===== config.mk =====
export PLATFORM = sky130hd
export DESIGN_NAME = fetch_unit_flat
export DESIGN_NICKNAME = d
export VERILOG_FILES = /design/src/rtl/fetch_unit_pkg.sv /design/src/rtl/fetch_unit_if.sv /design/src/rtl/fetch_unit_queue.sv /design/src/rtl/fetch_unit.sv /design/src/flat_wrapper.sv
export SDC_FILE = /design/constraint.sdc
export NUM_CORES = 1
export LEC_CHECK = 0
export CAP_MARGIN = 25
export CORE_MARGIN = 2
export CORE_UTILIZATION = 55
export CTS_CLUSTER_SIZE = 20
export DETAILED_ROUTE_END_ITERATION = 6
export DONT_BUFFER_PORTS = 1
export PLACE_DENSITY = 0.76
export SYNTH_ARGS = -nofsm -noshare
export SYNTH_HDL_FRONTEND = slang
export SYNTH_SLANG_ARGS = --single-unit

===== constraint.sdc =====
create_clock -name clock -period 4.76 [get_ports clock]
set_input_delay 0.952 -clock clock [delete_from_list [all_inputs] [get_ports clock]]
set_output_delay 0.952 -clock clock [all_outputs]
set_load 0.01 [all_outputs]

===== src/rtl/fetch_unit_pkg.sv =====
// Shared types and constants for the instruction fetch unit.
// States, entry layout, NOP encoding and the alignment check.
package fetch_unit_pkg;

   localparam logic [31:0] NOP_INST         = 32'h0000_0013;
   localparam logic [31:0] DEFAULT_RESET_PC = 32'h0100_0000;

   typedef enum logic [1:0] {
      S_IDLE,
      S_WAIT,
      S_DROP,
      S_FAULT
   } fetch_state_e;

   typedef struct packed {
      logic [31:0] pc;
      logic [31:0] inst;
   } fetch_entry_t;

   function automatic logic is_misaligned(input logic [31:0] a);
      return a[1:0] != 2'b00;
   endfunction

endpackage


===== src/rtl/fetch_unit_if.sv =====
// Fetch unit boundary: imem request/ack, redirect input,
// instruction valid/ready output and the sticky fault flag.
interface fetch_unit_if;

   logic        imem_req;
   logic [31:0] imem_addr;
   logic        imem_ack;
   logic [31:0] imem_rdata;
   logic        redirect_valid;
   logic [31:0] redirect_target;
   logic        inst_valid;
   logic        inst_ready;
   logic [31:0] inst;
   logic [31:0] inst_pc;
   logic        fault;

   modport master (
      output imem_req, imem_addr,
      input  imem_ack, imem_rdata,
      input  redirect_valid, redirect_target,
      output inst_valid, inst, inst_pc,
      input  inst_ready,
      output fault
   );

   modport slave (
      input  imem_req, imem_addr,
      output imem_ack, imem_rdata,
      output redirect_valid, redirect_target,
      input  inst_valid, inst, inst_pc,
      output inst_ready,
      input  fault
   );

endinterface


===== src/rtl/fetch_unit_queue.sv =====
// Instruction queue of {pc, inst} pairs with a registered head.
// The head keeps its last value while the queue is empty.
module fetch_unit_queue
   import fetch_unit_pkg::*;
#(
   parameter int           QDEPTH     = 2,
   parameter fetch_entry_t RESET_HEAD = '0,
   localparam int          AW         = $clog2(QDEPTH),
   localparam int          CW         = AW + 1
) (
   input  logic          clock,
   input  logic          reset,
   input  logic          push_i,
   input  logic          pop_i,
   input  logic          flush_i,
   input  fetch_entry_t  data_i,
   output fetch_entry_t  head_o,
   output logic          empty_o,
   output logic [CW-1:0] count_o
);

   fetch_entry_t  mem_q [QDEPTH];
   fetch_entry_t  head_q, head_d;
   logic [AW-1:0] wr_q, wr_d;
   logic [AW-1:0] rd_q, rd_d;
   logic [CW-1:0] cnt_q, cnt_d;
   logic          do_push;
   logic          do_pop;

   // next pointers, count and head; flush wins over push/pop
   always_comb begin
      do_push = push_i & ~flush_i;
      do_pop  = pop_i & (cnt_q != '0) & ~flush_i;
      wr_d    = wr_q;
      rd_d    = rd_q;
      cnt_d   = cnt_q;
      head_d  = head_q;
      if (flush_i) begin
         wr_d  = '0;
         rd_d  = '0;
         cnt_d = '0;
      end else begin
         if (do_push) wr_d = wr_q + 1'b1;
         if (do_pop)  rd_d = rd_q + 1'b1;
         unique case ({do_push, do_pop})
            2'b10:   cnt_d = cnt_q + 1'b1;
            2'b01:   cnt_d = cnt_q - 1'b1;
            default: cnt_d = cnt_q;
         endcase
         if (cnt_d != '0) begin
            if (do_push && (wr_q == rd_d)) head_d = data_i;
            else                           head_d = mem_q[rd_d];
         end
      end
   end

   // storage array, written only on accepted pushes
   always_ff @(posedge clock) begin
      if (do_push) mem_q[wr_q] <= data_i;
   end

   // pointer, count and head registers
   always_ff @(posedge clock) begin
      if (reset) begin
         wr_q   <= '0;
         rd_q   <= '0;
         cnt_q  <= '0;
         head_q <= RESET_HEAD;
      end else begin
         wr_q   <= wr_d;
         rd_q   <= rd_d;
         cnt_q  <= cnt_d;
         head_q <= head_d;
      end
   end

   assign head_o  = head_q;
   assign empty_o = (cnt_q == '0);
   assign count_o = cnt_q;

endmodule


===== src/rtl/fetch_unit.sv =====
// Instruction fetch: PC, single-outstanding imem request FSM,
// redirect flush and misaligned-target fault handling.
module fetch_unit
   import fetch_unit_pkg::*;
#(
   parameter logic [31:0] RESET_PC = DEFAULT_RESET_PC,
   parameter int          QDEPTH   = 2
) (
   input logic          clock,
   input logic          reset,
   fetch_unit_if.master bus
);

   localparam int            CW      = $clog2(QDEPTH) + 1;
   localparam logic [CW-1:0] DEPTH_C = CW'(QDEPTH);

   fetch_state_e  state_q, state_d;
   logic [31:0]   pc_q, pc_d;
   logic [31:0]   addr_q, addr_d;
   logic          fault_q, fault_d;
   logic          q_push, q_pop, q_flush, q_empty;
   logic [CW-1:0] q_count;
   fetch_entry_t  q_head;
   fetch_entry_t  q_data;
   logic          head_valid;

   assign head_valid = ~q_empty & (state_q != S_FAULT);

   // next state, pc and queue controls; redirect has priority
   always_comb begin
      state_d = state_q;
      pc_d    = pc_q;
      addr_d  = addr_q;
      fault_d = fault_q;
      q_push  = 1'b0;
      q_flush = 1'b0;
      q_pop   = head_valid & bus.inst_ready;
      q_data  = '{pc: addr_q, inst: bus.imem_rdata};
      if (bus.redirect_valid && (state_q != S_FAULT)) begin
         q_flush = 1'b1;
         if (is_misaligned(bus.redirect_target)) begin
            fault_d = 1'b1;
            state_d = S_FAULT;
         end else begin
            pc_d = bus.redirect_target;
            unique case (state_q)
               S_WAIT, S_DROP:
                  state_d = bus.imem_ack ? S_IDLE : S_DROP;
               default:
                  state_d = S_IDLE;
            endcase
         end
      end else begin
         unique case (state_q)
            S_IDLE: begin
               if (q_count < DEPTH_C) begin
                  addr_d  = pc_q;
                  state_d = S_WAIT;
               end
            end
            S_WAIT: begin
               if (bus.imem_ack) begin
                  q_push  = 1'b1;
                  pc_d    = addr_q + 32'd4;
                  state_d = S_IDLE;
               end
            end
            S_DROP: begin
               if (bus.imem_ack) state_d = S_IDLE;
            end
            default: state_d = S_FAULT;
         endcase
      end
   end

   // fetch control registers
   always_ff @(posedge clock) begin
      if (reset) begin
         state_q <= S_IDLE;
         pc_q    <= RESET_PC;
         addr_q  <= RESET_PC;
         fault_q <= 1'b0;
      end else begin
         state_q <= state_d;
         pc_q    <= pc_d;
         addr_q  <= addr_d;
         fault_q <= fault_d;
      end
   end

   fetch_unit_queue #(
      .QDEPTH     (QDEPTH),
      .RESET_HEAD ({RESET_PC, NOP_INST})
   ) u_queue (
      .clock   (clock),
      .reset   (reset),
      .push_i  (q_push),
      .pop_i   (q_pop),
      .flush_i (q_flush),
      .data_i  (q_data),
      .head_o  (q_head),
      .empty_o (q_empty),
      .count_o (q_count)
   );

   assign bus.imem_req   = (state_q == S_WAIT) || (state_q == S_DROP);
   assign bus.imem_addr  = addr_q;
   assign bus.inst_valid = head_valid;
   assign bus.inst       = q_head.inst;
   assign bus.inst_pc    = q_head.pc;
   assign bus.fault      = fault_q;

endmodule

===== src/flat_wrapper.sv =====
// flat-port wrapper written by rule: the top's interface ports become plain ports
module fetch_unit_flat import fetch_unit_pkg::*;
#(
   parameter logic [31:0] RESET_PC = DEFAULT_RESET_PC,
   parameter int          QDEPTH   = 2
)
  (clock, reset, bus_imem_req, bus_imem_addr, bus_imem_ack, bus_imem_rdata, bus_redirect_valid, bus_redirect_target, bus_inst_valid, bus_inst, bus_inst_pc, bus_inst_ready, bus_fault);
  fetch_unit_if bus_i ();
  input logic clock;
  input logic reset;
  output wire logic [$bits(bus_i.imem_req)-1:0] bus_imem_req;
  output wire logic [$bits(bus_i.imem_addr)-1:0] bus_imem_addr;
  input wire logic [$bits(bus_i.imem_ack)-1:0] bus_imem_ack;
  input wire logic [$bits(bus_i.imem_rdata)-1:0] bus_imem_rdata;
  input wire logic [$bits(bus_i.redirect_valid)-1:0] bus_redirect_valid;
  input wire logic [$bits(bus_i.redirect_target)-1:0] bus_redirect_target;
  output wire logic [$bits(bus_i.inst_valid)-1:0] bus_inst_valid;
  output wire logic [$bits(bus_i.inst)-1:0] bus_inst;
  output wire logic [$bits(bus_i.inst_pc)-1:0] bus_inst_pc;
  input wire logic [$bits(bus_i.inst_ready)-1:0] bus_inst_ready;
  output wire logic [$bits(bus_i.fault)-1:0] bus_fault;
  assign bus_imem_req = bus_i.imem_req;
  assign bus_imem_addr = bus_i.imem_addr;
  assign bus_i.imem_ack = bus_imem_ack;
  assign bus_i.imem_rdata = bus_imem_rdata;
  assign bus_i.redirect_valid = bus_redirect_valid;
  assign bus_i.redirect_target = bus_redirect_target;
  assign bus_inst_valid = bus_i.inst_valid;
  assign bus_inst = bus_i.inst;
  assign bus_inst_pc = bus_i.inst_pc;
  assign bus_i.inst_ready = bus_inst_ready;
  assign bus_fault = bus_i.fault;
  fetch_unit #(.RESET_PC(RESET_PC), .QDEPTH(QDEPTH)) u_core (.clock(clock), .reset(reset), .bus(bus_i));
endmodule

==> results.ini <==
[run_status]
status = finished, final reports clean

[power_and_ir_drop]
p_int_mw = 3.670
switching_share_pct = 21.91
p_switching_mw = 1.030
combPwrFrac_pct = 4.9
p_clk_share_pct = 41.9
peakVddDrop_mv = 0.2303
p_per_area_nw_per_um2 = 397.7
p_leak_nw = 4.216
seqPwrFrac_pct = 53.2
p_total_mw = 4.700

[setup_path]
path_common_cell = ha_1
cp.depth = 11
worstReg2RegStart = u_core.state_q[0]$_SDFFE_PP0P_
end_kind = flip-flop
critPathMaxFanout = 40
r2r_setup_slack_ns = 1.14
worst_r2r_endpoint = u_core.u_queue.head_o[39]$_SDFFE_PP0P_
arrival_ns = 4.09
cp-start-kind = flip-flop
required_ns = 5.23
worst-path-buf-inv = 2
critPathKind = flip-flop to flip-flop
crit_chain = ha_1 > nor2b_2 > nor2_2 > inv_2 > ha_1 > nor2b_1 > a22oi_1 > nand2_1 > o21ba_2 > buf_12 > a221o_1
cpPeakStageDelay_ns = 0.71
reg2reg_depth = 11
crit_path_top_delay_cell = o21ba_2
cp_top_family = compound AO/OA/AOI/OAI gates

[timing]
skew_ns = 0.01905
timing.hold.ws_ns = 0.4447
period_needed_ns = 3.621
fin_ws_ns = 1.139
drv_slew = 0
max_freq_mhz = 276.1
rsz0062_at_grt = no
layout_worst_path_cycle_share_pct = 76.08
worst_pin_slew_ns = 0.9850
setup_viol = 0
finalHoldViolCount = 0
maxSlewHeadroom_pct = 33.79
tns_ns = 0

[clocking]
htree_levels = 1
cts_tree = yes
clk-insertion-delay-late_ns = 0.53
cts_setup_buffers = 0
cts.clk_slew.worst_paths_ns = 0.06
clock-sinks = 263
post_cts_resized = 0
cts_root_buffer = clkbuf_16
hold_buffers = 0
cts_buffers = 27
clockBufferDepth = 3

[drt]
num_vias = 6793
wl_per_cell_um = 20.40
route.detailed.drc = 0
wl_mm = 23.36
vias_per_cell = 5.933
drtPass1Iterations = 5
drtIter0Drc = 693
drtAntennaViolNets = 0

[die]
start_util_pct = 55.70
design.die.area_um2 = 20720
die_x_um = 143.9
core_um2 = 19330
fp.dieH_um = 143.9
ios = 168
num_rows = 51

[place]
gp_congestion = 0.8408
pre_cts_slack_ns = 0.8221
place_area_um2 = 10980
place_inst = 1094
place.port_buffers = 0
place_hpwl_mm = 14.38

[finish]
drive_gt1_share_pct = 14.33
fillers = 1479
nNetsFinal = 932
utilization_pct = 61.12
ff_latch_area_um2 = 6546
fin_cells = 1145
multi_input_area_um2 = 3923
layout_common_cells = 135 x dfxtp_1, 128 x edfxtp_1, 102 x nand2_1
stdcell_area_um2 = 11820
area_growth_pct = 9.724
final_common_cell = dfxtp_1

[worst_hold_path]
whs_endpoint = u_core.pc_q[0]$_SDFFE_PP0P_
worstHoldStart = u_core.pc_q[0]$_SDFFE_PP0P_
hp-class = flip-flop to flip-flop
whs_path_depth = 2

[run]
drv_cap = 0

[yosys]
syn_nets = 951
yosys_warnings = 0
async_flop_share_pct = 0
ys_types = 58
ys_seq_area_share_pct = 60.78
avgSynthCellArea_um2 = 12.28
synth_edf_count = 128
synth_largest_type_area_fraction_pct = 35.69
synth_area_leaders = edfxtp_1 36%, dfxtp_1 25%, mux2_4 6.1%
synth_area_leader_cell = edfxtp_1
synth_flop_cell = dfxtp_1
synth-seq-cells = 263
synthCells = 877
netlist_area_um2 = 10770

[global_routing]
grt_start_max_net_pins = 79
grt_pass1_vias = 6584
met2_usage_pct = 35.31
top_usage_layer = met2
grt_pass1_wl_mm = 35.96
antenna_found_initial = 2
met1_usage_pct = 30.65
globalRouteTotalUtil_pct = 22.19
use_met3_pct = 5.398
grt-ovfl-total = 0

## synthesized netlist by cell type, types with 2 or more instances
cell,number
nor3b_1,3
a221oi_1,12
edfxtp_1,128
and3_1,4
nor4_1,5
nor3_1,10
xnor2_1,9
buf_4,2
a211oi_1,5
nor2_2,2
and2_1,62
ha_1,5
clkbuf_1,37
a31oi_1,4
nand3b_1,2
buf_2,12
nand2_1,102
nand4_1,9
buf_6,5
nand2b_1,2
a21oi_1,58
buf_1,3
nand3_1,17
a222oi_1,4
mux2i_1,4
dfxtp_1,135
mux2_4,44
inv_1,16
and4_1,2
a211o_1,4
o21ai_0,22
nor4_2,2
nor2_1,27
nor2b_1,3
mux2_2,15
a221o_1,60
xor2_1,20
## kinds of logic (layout without fill, tap and decap cells)
kind of cell	count (synthesis)	after routing	synth area share (%)
AO/OA/AOI/OAI	179	179	12.31
XOR/XNOR	30	30	2.579
adder cells (fa/ha/maj)	5	5	0.5809
buffers and inverters	77	79	3.253
flip-flops	263	263	60.78
multiplexers	64	64	8.178
other	0	1	0
AND/OR/NAND/NOR	259	259	12.31
## sequential cells by signal (all words and copies together) (netlist names)
register                count
u_core.bus.imem_addr       32
u_core.u_queue.rd_q         1
u_core.state_q              2
u_core.u_queue.head_o      64
u_core.pc_q                32
u_core.u_queue.wr_q         1
u_core.bus.fault            1
u_core.u_queue.mem_q      128
u_core.u_queue.count_o      2
## per-layer routing
metal | up-vias | part of all wire [%]
met3 | 36 | 7.7
met4 | 2 | 1.7
li1 | 3204 | -
met5 | - | 0.030
met2 | 213 | 46
met1 | 3338 | 45
## power by group through the flow
stage / Sequential [mW] / Clock, mW / Combinational, mW
after global placement: 2.54 / 0 / 0.224
after floorplan: 2.53 / 0 / 0.186
after global routing: 2.51 / 2.10 / 0.255
after detailed placement: 2.55 / 0 / 0.229
after CTS: 2.50 / 2.00 / 0.230
final: 2.50 / 1.97 / 0.230
## worst register-to-register path, delay by kind of cell, from the launching register on
family	cells	cell delay (ns)
simple gates	4	0.70
buf+inv	2	0.51
compound gates	3	1.22
fa+ha+maj	2	0.74
flops	1	0.38
## final cells by class
class / instances / share of cell area, %
Multi-Input combinational cell: 537 / 33.19
Clock inverter: 6 / 0.3070
Timing Repair Buffer: 12 / 0.9741
Clock buffer: 44 / 6.765
Tap cell: 265 / 2.806
Sequential cell: 263 / 55.39
Inverter: 17 / 0.5400
Antenna cell: 1 / 0.02118
## worst max path at each step
| stage | start | slack [ns] | to |
|---|---|---|---|
| 3_3_place_gp | bus_imem_ack | 0.93 | u_core.u_queue.head_o[40]$_SDFFE_PP0P_ |
| 2_1_floorplan | bus_redirect_valid | 0.13 | u_core.u_queue.mem_q[0][0]$_DFFE_PP_ |
| 4_1_cts | u_core.state_q[0]$_SDFFE_PP0P_ | 1.14 | u_core.u_queue.head_o[39]$_SDFFE_PP0P_ |
| 5_1_grt | u_core.state_q[1]$_SDFFE_PP0P_ | 0.92 | u_core.u_queue.head_o[22]$_SDFFE_PP0P_ |
| 3_5_place_dp | bus_imem_ack | 0.82 | u_core.u_queue.head_o[39]$_SDFFE_PP0P_ |
| 6_report | u_core.state_q[0]$_SDFFE_PP0P_ | 1.14 | u_core.u_queue.head_o[39]$_SDFFE_PP0P_ |
No activity file was read; power rests on OpenSTA's default activity.
